$ cat src/rtl/clock_pkg.sv
// Shared types and field limits for the clock set-mode controller and its field adjusters.
package clock_pkg;

  typedef enum logic [2:0] {
    RUN     = 3'd0,
    SET_HR  = 3'd1,
    SET_MIN = 3'd2,
    SET_SEC = 3'd3,
    COMMIT  = 3'd4
  } state_t;

  localparam int HOURS_MAX = 23;
  localparam int MINS_MAX  = 59;
  localparam int SECS_MAX  = 59;

  localparam int HOURS_W = 5;
  localparam int MINS_W  = 6;
  localparam int SECS_W  = 6;

  // Externally visible mode code; COMMIT still reports the seconds field.
  function automatic logic [1:0] mode_code(input state_t s);
    case (s)
      RUN:     return 2'd0;
      SET_HR:  return 2'd1;
      SET_MIN: return 2'd2;
      default: return 2'd3;
    endcase
  endfunction

  function automatic logic is_set(input state_t s);
    return (s == SET_HR) || (s == SET_MIN) || (s == SET_SEC);
  endfunction

endpackage

$ cat src/rtl/field_adj.sv
// Wrapping +1/-1 adjuster for one time field; inc and dec together leave the value unchanged.
module field_adj #(
  parameter int WIDTH = 6,
  parameter int MAX   = 59
) (
  input  logic [WIDTH-1:0] value,
  input  logic             inc,
  input  logic             dec,
  output logic [WIDTH-1:0] next_value
);

  localparam logic [WIDTH-1:0] TOP = WIDTH'(MAX);

  always_comb begin
    next_value = value;
    if (inc && !dec) begin
      next_value = (value >= TOP) ? '0 : value + 1'b1;
    end else if (dec && !inc) begin
      next_value = ((value == '0) || (value > TOP)) ? TOP : value - 1'b1;
    end
  end

endmodule

$ cat src/rtl/clock_set_ctrl.sv
// Set-mode controller for a HH:MM:SS clock: captures live time, edits it field by field, loads it back.
// Optional decrement button is enabled by defining CLOCK_SET_DEC_EN.
module clock_set_ctrl
  import clock_pkg::*;
#(
  parameter int TIMEOUT_S = 10
) (
  input  logic               clk,
  input  logic               reset,
  input  logic               tick_i,
  input  logic               btn_mode_i,
  input  logic               btn_inc_i,
`ifdef CLOCK_SET_DEC_EN
  input  logic               btn_dec_i,
`endif
  input  logic [HOURS_W-1:0] hours_cur_i,
  input  logic [MINS_W-1:0]  mins_cur_i,
  input  logic [SECS_W-1:0]  secs_cur_i,
  output logic               ld_o,
  output logic [HOURS_W-1:0] hours_o,
  output logic [MINS_W-1:0]  mins_o,
  output logic [SECS_W-1:0]  secs_o,
  output logic [1:0]         mode_o,
  output logic               blink_o
);

  localparam int CNT_W = $clog2(TIMEOUT_S + 1);
  localparam logic [CNT_W-1:0] IDLE_LAST = CNT_W'(TIMEOUT_S - 1);
  localparam logic [HOURS_W-1:0] H_TOP = HOURS_W'(HOURS_MAX);
  localparam logic [MINS_W-1:0]  M_TOP = MINS_W'(MINS_MAX);
  localparam logic [SECS_W-1:0]  S_TOP = SECS_W'(SECS_MAX);

  state_t             state_reg, state_next;
  logic [HOURS_W-1:0] hours_reg, hours_next, hours_adj;
  logic [MINS_W-1:0]  mins_reg, mins_next, mins_adj;
  logic [SECS_W-1:0]  secs_reg, secs_next, secs_adj;
  logic [CNT_W-1:0]   idle_reg, idle_next;
  logic               blink_reg, blink_next;
  logic               dec;

`ifdef CLOCK_SET_DEC_EN
  assign dec = btn_dec_i;
`else
  assign dec = 1'b0;
`endif

  // A mode press discards any simultaneous inc/dec.
  logic adj_en, any_btn;
  assign adj_en  = is_set(state_reg) && !btn_mode_i;
  assign any_btn = btn_mode_i || btn_inc_i || dec;

  field_adj #(.WIDTH(HOURS_W), .MAX(HOURS_MAX)) u_hours (
    .value(hours_reg), .inc(adj_en && state_reg == SET_HR && btn_inc_i),
    .dec(adj_en && state_reg == SET_HR && dec), .next_value(hours_adj)
  );
  field_adj #(.WIDTH(MINS_W), .MAX(MINS_MAX)) u_mins (
    .value(mins_reg), .inc(adj_en && state_reg == SET_MIN && btn_inc_i),
    .dec(adj_en && state_reg == SET_MIN && dec), .next_value(mins_adj)
  );
  field_adj #(.WIDTH(SECS_W), .MAX(SECS_MAX)) u_secs (
    .value(secs_reg), .inc(adj_en && state_reg == SET_SEC && btn_inc_i),
    .dec(adj_en && state_reg == SET_SEC && dec), .next_value(secs_adj)
  );

  always_comb begin
    state_next = state_reg;
    hours_next = hours_reg;
    mins_next  = mins_reg;
    secs_next  = secs_reg;
    idle_next  = idle_reg;
    blink_next = blink_reg;
    case (state_reg)
      RUN: begin
        idle_next  = '0;
        blink_next = 1'b0;
        if (btn_mode_i) begin
          hours_next = (hours_cur_i > H_TOP) ? '0 : hours_cur_i;
          mins_next  = (mins_cur_i > M_TOP) ? '0 : mins_cur_i;
          secs_next  = (secs_cur_i > S_TOP) ? '0 : secs_cur_i;
          state_next = SET_HR;
        end
      end
      SET_HR, SET_MIN, SET_SEC: begin
        hours_next = hours_adj;
        mins_next  = mins_adj;
        secs_next  = secs_adj;
        if (btn_mode_i) begin
          idle_next = '0;
          case (state_reg)
            SET_HR:  state_next = SET_MIN;
            SET_MIN: state_next = SET_SEC;
            default: state_next = COMMIT;
          endcase
          if (state_reg == SET_SEC) blink_next = 1'b0;
          else if (tick_i)          blink_next = !blink_reg;
        end else if (any_btn) begin
          // Keep the edited field lit right after an adjustment.
          idle_next  = '0;
          blink_next = 1'b0;
        end else if (tick_i) begin
          if (idle_reg == IDLE_LAST) begin
            state_next = RUN;
            idle_next  = '0;
            blink_next = 1'b0;
          end else begin
            idle_next  = idle_reg + 1'b1;
            blink_next = !blink_reg;
          end
        end
      end
      COMMIT: begin
        state_next = RUN;
        idle_next  = '0;
        blink_next = 1'b0;
      end
      default: begin
        state_next = RUN;
        idle_next  = '0;
        blink_next = 1'b0;
      end
    endcase
  end

  always_ff @(posedge clk or posedge reset) begin
    if (reset) begin
      state_reg <= RUN;
      hours_reg <= '0;
      mins_reg  <= '0;
      secs_reg  <= '0;
      idle_reg  <= '0;
      blink_reg <= 1'b0;
    end else begin
      state_reg <= state_next;
      hours_reg <= hours_next;
      mins_reg  <= mins_next;
      secs_reg  <= secs_next;
      idle_reg  <= idle_next;
      blink_reg <= blink_next;
    end
  end

  assign ld_o    = (state_reg == COMMIT);
  assign mode_o  = mode_code(state_reg);
  assign blink_o = blink_reg;
  assign hours_o = hours_reg;
  assign mins_o  = mins_reg;
  assign secs_o  = secs_reg;

endmodule

$ cat config.mk
export PLATFORM = sky130hd
export DESIGN_NAME = clock_set_ctrl
export DESIGN_NICKNAME = d
export VERILOG_FILES = /design/src/rtl/clock_pkg.sv /design/src/rtl/field_adj.sv /design/src/rtl/clock_set_ctrl.sv
export SDC_FILE = /design/constraint.sdc
export NUM_CORES = 1
export LEC_CHECK = 0
export BUFFER_PORTS_ARGS = -buffer_cell sky130_fd_sc_hd__buf_2
export CORE_ASPECT_RATIO = 1.25
export CORE_MARGIN = 5
export CORE_UTILIZATION = 57
export CTS_CLUSTER_SIZE = 40
export DETAILED_ROUTE_END_ITERATION = 12
export PLACE_DENSITY_LB_ADDON = 0.08
export SLEW_MARGIN = 20
export SYNTH_ARGS = -nofsm -noshare
export SYNTH_HDL_FRONTEND = slang
export SYNTH_SLANG_ARGS = --single-unit
$ cat constraint.sdc
create_clock -name clk -period 2.4 [get_ports clk]
set_clock_uncertainty 0.15 [all_clocks]
set_input_delay 0.12 -clock clk [delete_from_list [all_inputs] [get_ports clk]]
set_output_delay 0.12 -clock clk [all_outputs]
set_load 0.1 [all_outputs]
==> Word level (Yosys, flattened, before mapping) <==
Cells that the tools add are included.
{ "op_classes": {"addsub": 4, "n_lt_le_gt_ge": 6, "n_eq_ne": 14, "mux": 35, "n_reduce_logical": 20} }
{ "op_table": {"columns": ["op", "count"], "rows": [
  ["6-bit two-way mux", 8],
  ["6-bit one-hot mux with 2 select lines", 2],
  ["4-bit two-way mux", 5],
  ["5-bit two-way mux", 4],
  ["3-bit two-way mux", 5],
  ["6-bit by 1-bit adder with 6-bit output, second input constant", 2],
  ["6-bit >= comparator, second input constant", 2],
  ["6-bit > comparator, second input constant", 2],
  ["3-bit one-hot mux with 2 select lines", 2],
  ["5-bit one-hot mux with 2 select lines", 1],
  ["3-bit != test, second input constant", 3],
  ["3-bit AND reduction", 3],
  ["4-bit != test, second input constant", 2],
  ["1-bit logical AND", 7],
  ["1-bit two-way mux", 7],
  ["3-bit by 2-bit == test with 1-bit output, second input constant", 2],
  ["2-bit by 1-bit != test with 1-bit output, second input constant", 3],
  ["2-bit one-hot mux with 3 select lines", 1],
  ["5-bit by 1-bit adder with 5-bit output, second input constant", 1],
  ["5-bit >= comparator, second input constant", 1],
  ["5-bit > comparator, second input constant", 1],
  ["4-bit by 1-bit adder with 4-bit output, second input constant", 1],
  ["4-bit == test, second input constant", 1],
  ["4-bit AND reduction", 1],
  ["9 further kinds", 12]
]} }
{ "totals": {"register_bits": 25, "output_inout_bits": 21} }

==> Logic depth before layout (Yosys ltp) <==
Gate-level depths: netlist of the first run.
{ "depth": {"ltp_word": 8, "ltp_mapped": 6, "mapped_depth_nobuf": 6} }

==> Modules after synthesis <==
A second synthesis of the first run with hierarchy kept.
{ "unflattened": {"hier_cells": 318, "hier_area_um2": 2611.3} }
{ "modules_own_cells": {"columns": ["module", "instances", "cells_per_inst", "area_each_um2", "seq_area_each_um2"], "rows": [
  ["clock_set_ctrl", 1, 146, 1448.9, 625.6],
  ["field_adj (u_mins)", 1, 62, 416.6, 0.0],
  ["field_adj (u_secs)", 1, 60, 402.9, 0.0],
  ["field_adj (u_hours)", 1, 50, 342.8, 0.0]
]} }

==> Worst setup path before layout of the first run <==
No wires, ideal clock.
{ "synth_timing": {"kind": "flip-flop to output port", "from": "reg state_reg[1]", "to": "out ld_o", "arrival_ns": 2.737, "path_slack_ns": -0.607, "path_stages_with_launch": 3, "path_buffers": 1, "path_cell_list": "dfrtp_1 > buf_2 > nor3b_1"} }
{ "synth_via": {"elab_chain_cells": 1} }
{ "synth_lines": {"columns": ["item", "line", "source"], "rows": [
  ["start: declaration", "clock_set_ctrl.sv:33", "state_t state_reg, state_next;"],
  ["start signal: assignment", "clock_set_ctrl.sv:133", "state_reg <= state_next;"],
  ["3-bit == test", "clock_set_ctrl.sv:142", "assign ld_o = (state_reg == COMMIT);"],
  ["end: declaration", "clock_set_ctrl.sv:19", "output logic ld_o,"]
]} }
No other way between the ends.

==> Worst setup path in the final report of the first run <==
{ "layout_timing": {"from": "reg state_reg[0]", "to": "reg secs_reg[5], in the netlist secs_o[5]"} }
{ "layout_via": {"elab_chain_cells": 8, "elab_cells_between_ends": 15} }
{ "layout_lines": {"columns": ["item", "line", "source"], "rows": [
  ["3-bit by 1-bit == test with 1-bit output / 3-bit by 2-bit == test with 1-bit output (equally long branches)", "clock_pkg.sv:31, clock_set_ctrl.sv:72", null],
  ["1-bit logical OR (2 in series)", "clock_pkg.sv:31", "return (s == SET_HR) || (s == SET_MIN) || (s == SET_SEC);"],
  ["1-bit logical AND", "clock_set_ctrl.sv:49", "assign adj_en = is_set(state_reg) && !btn_mode_i;"],
  ["1-bit logical AND", null, null],
  ["1-bit logical AND", "clock_set_ctrl.sv:61", ".value(secs_reg), .inc(adj_en && state_reg == SET_SEC && btn_inc_i),"],
  ["2-bit by 1-bit != test with 1-bit output (no source line)", null, null],
  ["3-bit AND reduction (no source line)", null, null],
  ["end signal: assignment", "clock_set_ctrl.sv:136", "secs_reg <= secs_next;"],
  ["end: declaration", "clock_set_ctrl.sv:36", "logic [SECS_W-1:0] secs_reg, secs_next, secs_adj;"]
]} }
Parallel ways exist; a longest one is shown, timed or not.
A chain may end at the register's enable or synchronous reset.

==> metrics.md, run 1 <==
| Metric | Value |
|---|---|
| Compound-Gate Fraction of Synth Area | `0.323` |
| First-pass GRT wire length | `approximately 7600 um` |
| Synthesized area per cell | `9.24 um^2` |
| Library cells used by synthesis | `between 50 and 60` |
| Clk sinks | `25` |
| Worst Tran Pin Value | `0.587 ns` |
| DR DRC count | `0` |
| Setup Buffers After CTS | `0` |
| Dpl hpwl | `roughly 3200 um` |
| Dpl cells | `260` |
| Hold Crit Class | `in -> reg` |
| Clk_lat worst skew | `between 0.3 and 0.4 ns` |
| Required @ worst endpoint | `about 2.5 ns` |
| #FFs+latches synth | `25` |
| Number of fill cells | `241` |
| Total GRT Usage | `0.224` |
| Initial core utilization | `0.593` |
| Htree depth | `1` |
| Synth top area cells | `dfrtp_1 (36%), o21ai_0 (5.2%), a31oi_1 (4.3%)` |
| CTS tree | `built` |
| Max-cap viol count | `0` |
| Drt pass-1 iters | `4` |
| Grt ovf | `0` |
| Minimum clock period after layout | `slightly below 2 ns` |
| Area share of the largest cell type after synthesis | `0.358` |
| Adder-Cell Fraction of Synth Area | `0.0358` |
| Post-CTS sizing | `0` |
| Final Max Slew Viols | `0` |
| Ys async rst share | `1.00` |
| Sequential share of the synthesized area | `0.358` |
| Area Overhead vs Synth | `18.7%` |
| Via count | `about 1.7k` |
| RSZ-0062 raised after global routing | `false` |
| Total routed wirelength | `between 4000 and 5000 um` |
| Hold-fix buffers at CTS | `9` |
| Syn. warnings | `0` |
| Final Cycle Share | `0.809` |
| Post-Syn Area | `about 1700 um^2` |
| Iter 0 DRT Violations | `71` |
| ANT cells | `0` |
| Number of global-route vias before repair | `between 1.5k and 2k` |
| Wire per inst | `16.3 um` |
| Failing checks | `hold timing` |
| Outcome | `finished with violations` |
| Initial antenna violation count | `0` |
| Num ports | `43` |
| Area after DPL | `a little under 2000 um^2` |
| Commonest non-fill, non-tap cell in the layout | `buf_2` |
| Syn nets | `roughly 220` |
| Multi-input gate area | `around 1000 um^2` |
| Cells after synthesis | `between 150 and 200` |
| Max frequency | `about 0.52 GHz` |
| Cts bufs inserted | `3` |
| Die W | `between 50 and 60 um` |
| Row count | `22` |
| Die height | `between 70 and 80 um` |
| Final hold violations | `1` |
| Clock Tree Buf Depth | `2` |
| Slew margin rel. | `0.607` |
| Worst Setup End Kind | `register` |
| Arrival time worst endpoint | `between 1.5 and 2 ns` |
| Most frequent cells in the layout | `buf_2 (42), dfrtp_1 (25), o21ai_0 (18)` |
| Dominant cell type by area after synthesis | `dfrtp_1` |
| XOR/XNOR share of the synthesized area | `0.00502` |
| Critical path class | `reg -> reg` |
| Storage element area | `between 600 and 700 um^2` |
| Share of cells above drive strength 1 | `0.257` |
| Final nets | `roughly 270` |
| Clock-pin slew on the worst setup and hold paths | `approximately 0.14 ns` |
| I/O Buffers | `42` |
| Antenna-violating nets left | `0` |
| Pin count of the biggest net entering global routing | `26` |
| EDFF count, synth | `0` |
| Top FF cell, synth | `dfrtp_1` |
| Post-synthesis mux area share | `0.0186` |
| Clock root buffer | `clkbuf_4` |
| Final setup vio count | `0` |
| Startpoint types | `register` |
| Final std cells w/o fill | `273` |
| Post-DR vias/cell | `between 6 and 7` |
| Simple logic cell fraction of the synthesized area | `0.207` |
| Final Cell Area | `between 2000 and 2500 um^2` |
| Total negative setup slack | `0 ns` |
| Die area | `between 4000 and 5000 um^2` |
| Gp weighted congestion | `approximately 0.89` |
| Worst hold slack | `-0.0000979 ns` |
| Largest family of logic cells by synthesized area | `compound AO/OA/AOI/OAI gates` |
| Core area | `2950 um^2` |
| Crit path max fanout | `12` |
synthesized netlist by cell type, types with 4 or more instances:
| cell type | n |
|---|---|
| dfrtp_1 | 25 |
| o2bb2ai_1 | 4 |
| o21ai_1 | 4 |
| and3_1 | 6 |
| nor3b_1 | 4 |
| ha_1 | 5 |
| o21ai_0 | 18 |
| nand2_1 | 12 |
| a21oi_1 | 6 |
| buf_2 | 4 |
| nor2_1 | 7 |
| inv_1 | 9 |
| a31oi_1 | 12 |
| nand3_1 | 12 |
metrics by stage:
step                      worst slack (ns)  utilization
after floorplan                      0.200            -
after global placement               0.612        0.664
after detailed placement             0.459        0.664
after CTS                            0.492        0.703
after global routing                 0.294        0.703
final                                0.459        0.703
path summary, 6_finish.rpt:
check,startpoint,endpoint,slack [ns],depth (start not counted)
setup / recovery,state_reg[0],secs_o[5],0.46,4
hold / removal,hours_cur_i[3],hours_o[3],-0.0001,3
setup reg to reg,state_reg[0],secs_o[5],0.46,4
hold reg to reg,mins_o[1],mins_o[1],0.42,2
max in group asynchronous,reset,blink_o,1.63,4
min in group asynchronous,reset,state_reg[0],0.23,4
layer usage:
layer | vias to the layer above | wire length (um) | global-route usage
met2 | 56 | 2370 | 0.412
met5 | - | 0 | 0
met4 | 0 | 54 | 0.0616
met3 | 8 | 207 | 0.0306
met1 | 808 | 1830 | 0.263
li1 | 832 | - | -
final cells by class:
cell class | count | share of cell area
inverter | 9 | 0.0163
sequential | 25 | 0.302
tap | 36 | 0.0217
timing repair buffer | 52 | 0.149
multi-input combinational | 147 | 0.499
clock buffer | 4 | 0.0127
critical path: stages (launching register included):
cell,delay (ns)
dfrtp_1,0.61
o21ba_1,0.46
a41oi_2,0.14
a221oi_1,0.40
a211oi_2,0.06
cells by family (layout without fill, tap and decap cells):
logic type / count (synthesis) / after routing
flops: 25 / 25
simple gates: 62 / 62
mux: 3 / 3
buf+inv: 17 / 65
compound gates: 76 / 76
fa+ha+maj: 5 / 5
xor+xnor: 1 / 1
Power of run 1 is not shown: default switching activity piles up to over one toggle a cycle in this logic, so the estimate is an artifact.
==> inputs of run 2 (changes only) <==
ABC_AREA = 1   (was default)
CORE_UTILIZATION = 53   (was 57)
clock period = 1.8 ns   (was 2.4 ns; I/O delays follow)
==> run 2 against run 1 <==
Compared with the run above: the flow now finishes without violations; via count grew 6.5%; wire length decreased by 8.0%; cell count is 26% higher; critical path depth stayed put; critical path type is now reg -> out.
==> metrics.md, run 2 <==
| Metric | Value |
|---|---|
| Outcome | `complete, no violations` |
| Die area | `4460 um^2 (+4.2%)` |
| Syn nets | `285 (+32%)` |
| Via count | `1815 (+6.5%)` |
| CTS tree | `built` |
| Final Cycle Share | `0.941` |
| Internal reg-to-reg setup slack | `0.15 ns (-0.31 ns)` |
| Clock-pin slew on the worst setup and hold paths | `0.09 ns (-0.05 ns)` |
| Final Max Slew Viols | `0 (unchanged)` |
| Worst Hold Path Cells | `5 (+2)` |
| R2R cell count | `8 (+4)` |
| Storage element area | `647 um^2 (+3.4%)` |
| I/O Buffers | `42 (unchanged)` |
| Synth top cells by count | `nand2_1 (95), nand3_1 (38), nor2_1 (29), dfrtp_1 (25), inv_1 (18)` |
| CP startpoint | `state_reg[1]` |
| Critical path class | `reg -> out` |
| Dpl cells | `338 (+30%)` |
| Post-layout util | `0.656 (-0.0478)` |
| Number of global-route vias before repair | `1697 (+2.2%)` |
| Top FF cell, synth | `dfrtp_1` |
| Multi-input gate area | `981 um^2 (-5.1%)` |
| Area after DPL | `2000 um^2 (+2.0%)` |
| Dominant cell type by area after synthesis | `dfrtp_1` |
| CP peak stage delay | `0.45 ns (-0.16 ns)` |
| Sequential share of the synthesized area | `0.367 (+0.00868)` |
| ANT cells | `0 (unchanged)` |
| Row count | `23 (+4.5%)` |
| Total GRT Usage | `0.202 (-0.0214)` |
| Clk sinks | `25 (unchanged)` |
| Clock Tree Buf Depth | `2 (unchanged)` |
| Final hold violations | `0 (-1)` |
| Clk_lat worst skew | `0.27 ns (-0.05 ns)` |
| Iter 0 DRT Violations | `107 (+51%)` |
| Cts bufs inserted | `3 (unchanged)` |
| Ys async rst share | `1.00 (unchanged)` |
| Worst Tran Pin Value | `0.490 ns (-0.0979 ns)` |
| Dpl hpwl | `3160 um (-0.47%)` |
| Antenna-violating nets left | `0 (unchanged)` |
| Post-DR vias/cell | `5.26 (-16%)` |
| DR DRC count | `0 (unchanged)` |
| Drt pass-1 iters | `4 (unchanged)` |
| Clock root buffer | `clkbuf_8` |
| Critical-path top delay cell | `dfrtp_1` |
| Startpoint types | `register` |
| Worst Setup End Kind | `output pin` |
| Total routed wirelength | `4110 um (-8.0%)` |
| First-pass GRT wire length | `7000 um (-7.7%)` |
| Max frequency | `a little under 0.6 GHz` |
| Most frequent cells in the layout | `nand2_1 (95), buf_2 (42), nand3_1 (38)` |
| Most numerous cell in the Yosys netlist | `nand2_1` |
| Total negative setup slack | `0 ns (unchanged)` |
| Final Cell Area | `2080 um^2 (+0.18%)` |
| Max-cap viol count | `0 (unchanged)` |
| Final std cells w/o fill | `345 (+26%)` |
| Final setup vio count | `0 (unchanged)` |
| Initial core utilization | `0.538 (-0.0543)` |
| Crit path max fanout | `5 (-7)` |
| Worst r2r src | `state_reg[1]` |
| Critical path cell sequence | `inv_2, nand2_2, nor2_2, buf_2` |
| Num ports | `43 (unchanged)` |
| Share of cells above drive strength 1 | `0.260 (+0.00236)` |
| Commonest non-fill, non-tap cell in the layout | `nand2_1` |
| Slew margin rel. | `0.676 (+0.0685)` |
| Number of fill cells | `312 (+29%)` |
| Synthesized area per cell | `6.61 um^2 (-28%)` |
| Arrival time worst endpoint | `1.45 ns (-0.54 ns)` |
| Library cells used by synthesis | `25 (-57%)` |
| EDFF count, synth | `0 (unchanged)` |
| Synth top area cells | `dfrtp_1 (37%), nand2_1 (21%), nand3_1 (11%)` |
| Area share of the largest cell type after synthesis | `0.367 (+0.00868)` |
| Core area | `3170 um^2 (+7.5%)` |
| Wire per inst | `11.9 um (-27%)` |
| Htree depth | `1 (unchanged)` |
| Timing endpoint of the critical path | `ld_o` |
| Reg2reg end | `secs_o[0]` |
| Post-Syn Area | `1700 um^2 (-2.4%)` |
| #FFs+latches synth | `25 (unchanged)` |
| Required @ worst endpoint | `1.56 ns (-0.89 ns)` |
| Pin count of the biggest net entering global routing | `26 (unchanged)` |
| Cells after synthesis | `258 (+37%)` |
| Initial antenna violation count | `0 (unchanged)` |
| Area Overhead vs Synth | `21.8%` |
| RSZ-0062 raised after global routing | `false` |
| Syn. warnings | `0 (unchanged)` |
| Final nets | `336 (+27%)` |
| Die W | `60.7 um (+2.1%)` |
| Hold Crit Class | `in -> reg` |
| Gp weighted congestion | `0.923 (+3.2%)` |
| Grt ovf | `0 (unchanged)` |
| Die height | `73.4 um (+2.1%)` |
| Minimum clock period after layout | `about 1.7 ns` |
run 2: cell types whose count changed after synthesis, moves of 9 or more:
cell | previous run | this run
a31oi_1 | 12 | 0
o21ai_0 | 18 | 8
nand2_1 | 12 | 95
nor2_1 | 7 | 29
nand3_1 | 12 | 38
inv_1 | 9 | 18
run 2: metal layers:
layer  global-route usage  wire length (um)  vias to the layer above
met5                    0                 0                        -
met4               0.0867                63                        0
met3               0.0316               255                        7
met2                0.337              1990                       56
met1                0.255              1800                      811
li1                     -                 -                      941
run 2: kinds of logic after synthesis:
kind of cell	count (synthesis)	share of synthesized area
compound gates	22	0.0771
buf+inv	27	0.0639
simple gates	178	0.450
xor+xnor	1	0.00514
fa+ha+maj	5	0.0367
flops	25	0.367
run 2: area by class of cell:
cell class / instances / share of cell area
repair buffers: 48 / 0.127
well taps: 37 / 0.0223
inverters: 25 / 0.0452
flip-flops and latches: 25 / 0.312
multi-input cells: 206 / 0.473
clock buffers: 4 / 0.0217
run 2: what timing repair did:
item | in CTS | in global routing
setup endpoints to repair | 0 | 4
resized for setup | 0 | 1
endpoints found under the hold margin | 27 | 0
setup buffers | 0 | 0
hold buffers | 3 | 0
run 2: per-stage QoR:
stage,worst slack [ns],hold WS (ns)
after detailed placement,0.195,0.0245
after CTS,0.115,0.00307
after global routing,0.0261,0.0317
final,0.106,0.00132
after floorplan,0.00555,-0.0334
after global placement,0.220,0.0115
run 2: worst min-delay path by stage:
stage                         startpoint          to
final                     hours_cur_i[0]  hours_o[0]
after floorplan                    reset     blink_o
after detailed placement           reset   secs_o[3]
after CTS                  secs_cur_i[0]   secs_o[0]
after global routing       secs_cur_i[4]   secs_o[4]
after global placement             reset   secs_o[3]
run 2: worst max-delay path, delay by kind of cell (launching register included):
family                 cells  cell delay, ns
buffers and inverters      2            0.54
AND/OR/NAND/NOR            2            0.19
flip-flops                 1            0.45
Power of run 2 is left out for the same reason.
==> inputs of run 3 (changes only) <==
clock period = 1.74 ns   (was 1.8 ns; I/O delays follow)
==> run 3 against run 2 <==
Compared with the run above: the flow now finishes with violations (hold timing); die area is the same; worst hold slack lost 0.0083 ns; global-route usage rose by 0.54 points; cell area rose by 3.0%; critical path depth is 1 higher; wire length grew 3.2%; non-clock buffer count rose by 4.
==> metrics.md, run 3 (synthesis results as in run 2) <==
| Metric | Value |
|---|---|
| Outcome | `finished with violations` |
| Failing checks | `hold timing` |
| Final nets | `340 (+1.2%)` |
| CP peak stage delay | `0.43 ns (-0.02 ns)` |
| Setup Buffers After CTS | `0 (unchanged)` |
| Post-layout util | `0.675 (+0.0194)` |
| Share of cells above drive strength 1 | `0.279 (+0.0191)` |
| Die W | `60.7 um (unchanged)` |
| Drt pass-1 iters | `4 (unchanged)` |
| Required @ worst endpoint | `1.50 ns (-0.06 ns)` |
| Storage element area | `652 um^2 (+0.77%)` |
| Area Overhead vs Synth | `25.4%` |
| Antenna-violating nets left | `0 (unchanged)` |
| Number of global-route vias before repair | `1694 (-0.18%)` |
| Gp weighted congestion | `0.967 (+4.8%)` |
| Final Worst Setup Slack | `0.0974 ns (-0.00847 ns)` |
| Worst Setup End Kind | `output pin` |
| Final std cells w/o fill | `349 (+1.2%)` |
| Final Cycle Share | `0.944` |
| Hold Crit Class | `in -> reg` |
| Max-cap viol count | `0 (unchanged)` |
| Die height | `73.4 um (unchanged)` |
| Number of fill cells | `301 (-3.5%)` |
| Critical path class | `reg -> out` |
| Cts bufs inserted | `3 (unchanged)` |
| Core area | `3170 um^2 (unchanged)` |
| Critical-path top delay cell | `dfrtp_1` |
| DP Worst Slack | `0.152 ns (-0.0429 ns)` |
| Wire per inst | `12.1 um (+2.1%)` |
| Critical path cell sequence | `inv_2, nand2_2, buf_4, nor2_2, clkbuf_4` |
| Crit path max fanout | `4 (-1)` |
| Final setup vio count | `0 (unchanged)` |
| Row count | `23 (unchanged)` |
| Worst hold slack | `-0.00694 ns (-0.00827 ns)` |
| Slew margin rel. | `0.675 (-0.000737)` |
| Internal reg-to-reg setup slack | `0.13 ns (-0.02 ns)` |
| Multi-input gate area | `983 um^2 (+0.26%)` |
| RSZ-0062 raised after global routing | `true` |
| Final hold violations | `1 (+1)` |
| First-pass GRT wire length | `7090 um (+1.4%)` |
| Clk_lat worst skew | `0.27 ns (about the same)` |
| Minimum clock period after layout | `roughly 1.6 ns` |
| Htree depth | `1 (unchanged)` |
| Startpoint types | `register` |
| Via count | `1804 (-0.61%)` |
| Num ports | `43 (unchanged)` |
| Most frequent cells in the layout | `nand2_1 (94), buf_2 (40), nand3_1 (38)` |
| Clock root buffer | `clkbuf_8` |
| Initial core utilization | `0.538 (unchanged)` |
| DR DRC count | `0 (unchanged)` |
| Commonest non-fill, non-tap cell in the layout | `nand2_1` |
| Dpl hpwl | `3200 um (+1.0%)` |
| Clock Tree Buf Depth | `2 (unchanged)` |
| Grt ovf | `0 (unchanged)` |
| Total GRT Usage | `0.208 (+0.00540)` |
| Pin count of the biggest net entering global routing | `26 (unchanged)` |
| Worst Tran Pin Value | `0.491 ns (+0.00111 ns)` |
| Clock-pin slew on the worst setup and hold paths | `0.09 ns (about the same)` |
| I/O Buffers | `42 (unchanged)` |
| Final Max Slew Viols | `0 (unchanged)` |
| Post-DR vias/cell | `5.17 (-1.7%)` |
| Total routed wirelength | `4240 um (+3.2%)` |
| Max frequency | `0.609 GHz` |
| CTS tree | `built` |
| ANT cells | `0 (unchanged)` |
| Die area | `4460 um^2 (unchanged)` |
| Clk sinks | `25 (unchanged)` |
| Iter 0 DRT Violations | `107 (unchanged)` |
| Initial antenna violation count | `0 (unchanged)` |
| Dpl cells | `341 (+0.89%)` |
| Arrival time worst endpoint | `1.41 ns (-0.04 ns)` |
## run 3: area by class of cell
class / count / share of cell area
clock buffer: 3 / 0.0193
clock inverter: 1 / 0.00351
tap: 37 / 0.0217
sequential: 25 / 0.305
timing repair buffer: 52 / 0.146
multi-input combinational: 206 / 0.460
inverter: 25 / 0.0439
## run 3: path summary, 6_finish.rpt
kind                               to  cells after the start            from
min reg2reg                   blink_o                      2         blink_o
min                        hours_o[1]                      5  hours_cur_i[1]
min in group asynchronous  hours_o[0]                      4           reset
max                              ld_o                      5    state_reg[0]
max in group asynchronous   mins_o[0]                      4           reset
max reg2reg                 secs_o[0]                      8    state_reg[1]
## run 3: per-stage QoR
step           instance area, um^2  setup TNS [ns]
6_report                      2140               0
5_1_grt                       2140        -0.00237
4_1_cts                       2130               0
3_5_place_dp                  2040               0
3_3_place_gp                  2040               0
2_1_floorplan                 1740               0
## run 3: routing by layer
metal	vias to the layer above	GRT usage	share of wire
met1	807	0.248	0.43
met2	49	0.360	0.49
met4	0	0.0892	0.022
met5	-	0	0
li1	940	-	-
met3	8	0.0316	0.055
## run 3: timing repair
item | in CTS | in global routing
endpoints found under the hold margin | 28 | 0
gates resized for setup | 0 | 3
setup endpoints to repair | 0 | 3
hold buffers | 4 | 0
## run 3: worst max-delay path: cells and delay by family (launching register included)
kind,cells,cell delay [ns]
buf+inv,3,0.57
flops,1,0.43
simple gates,2,0.13
Power of run 3 is left out for the same reason.
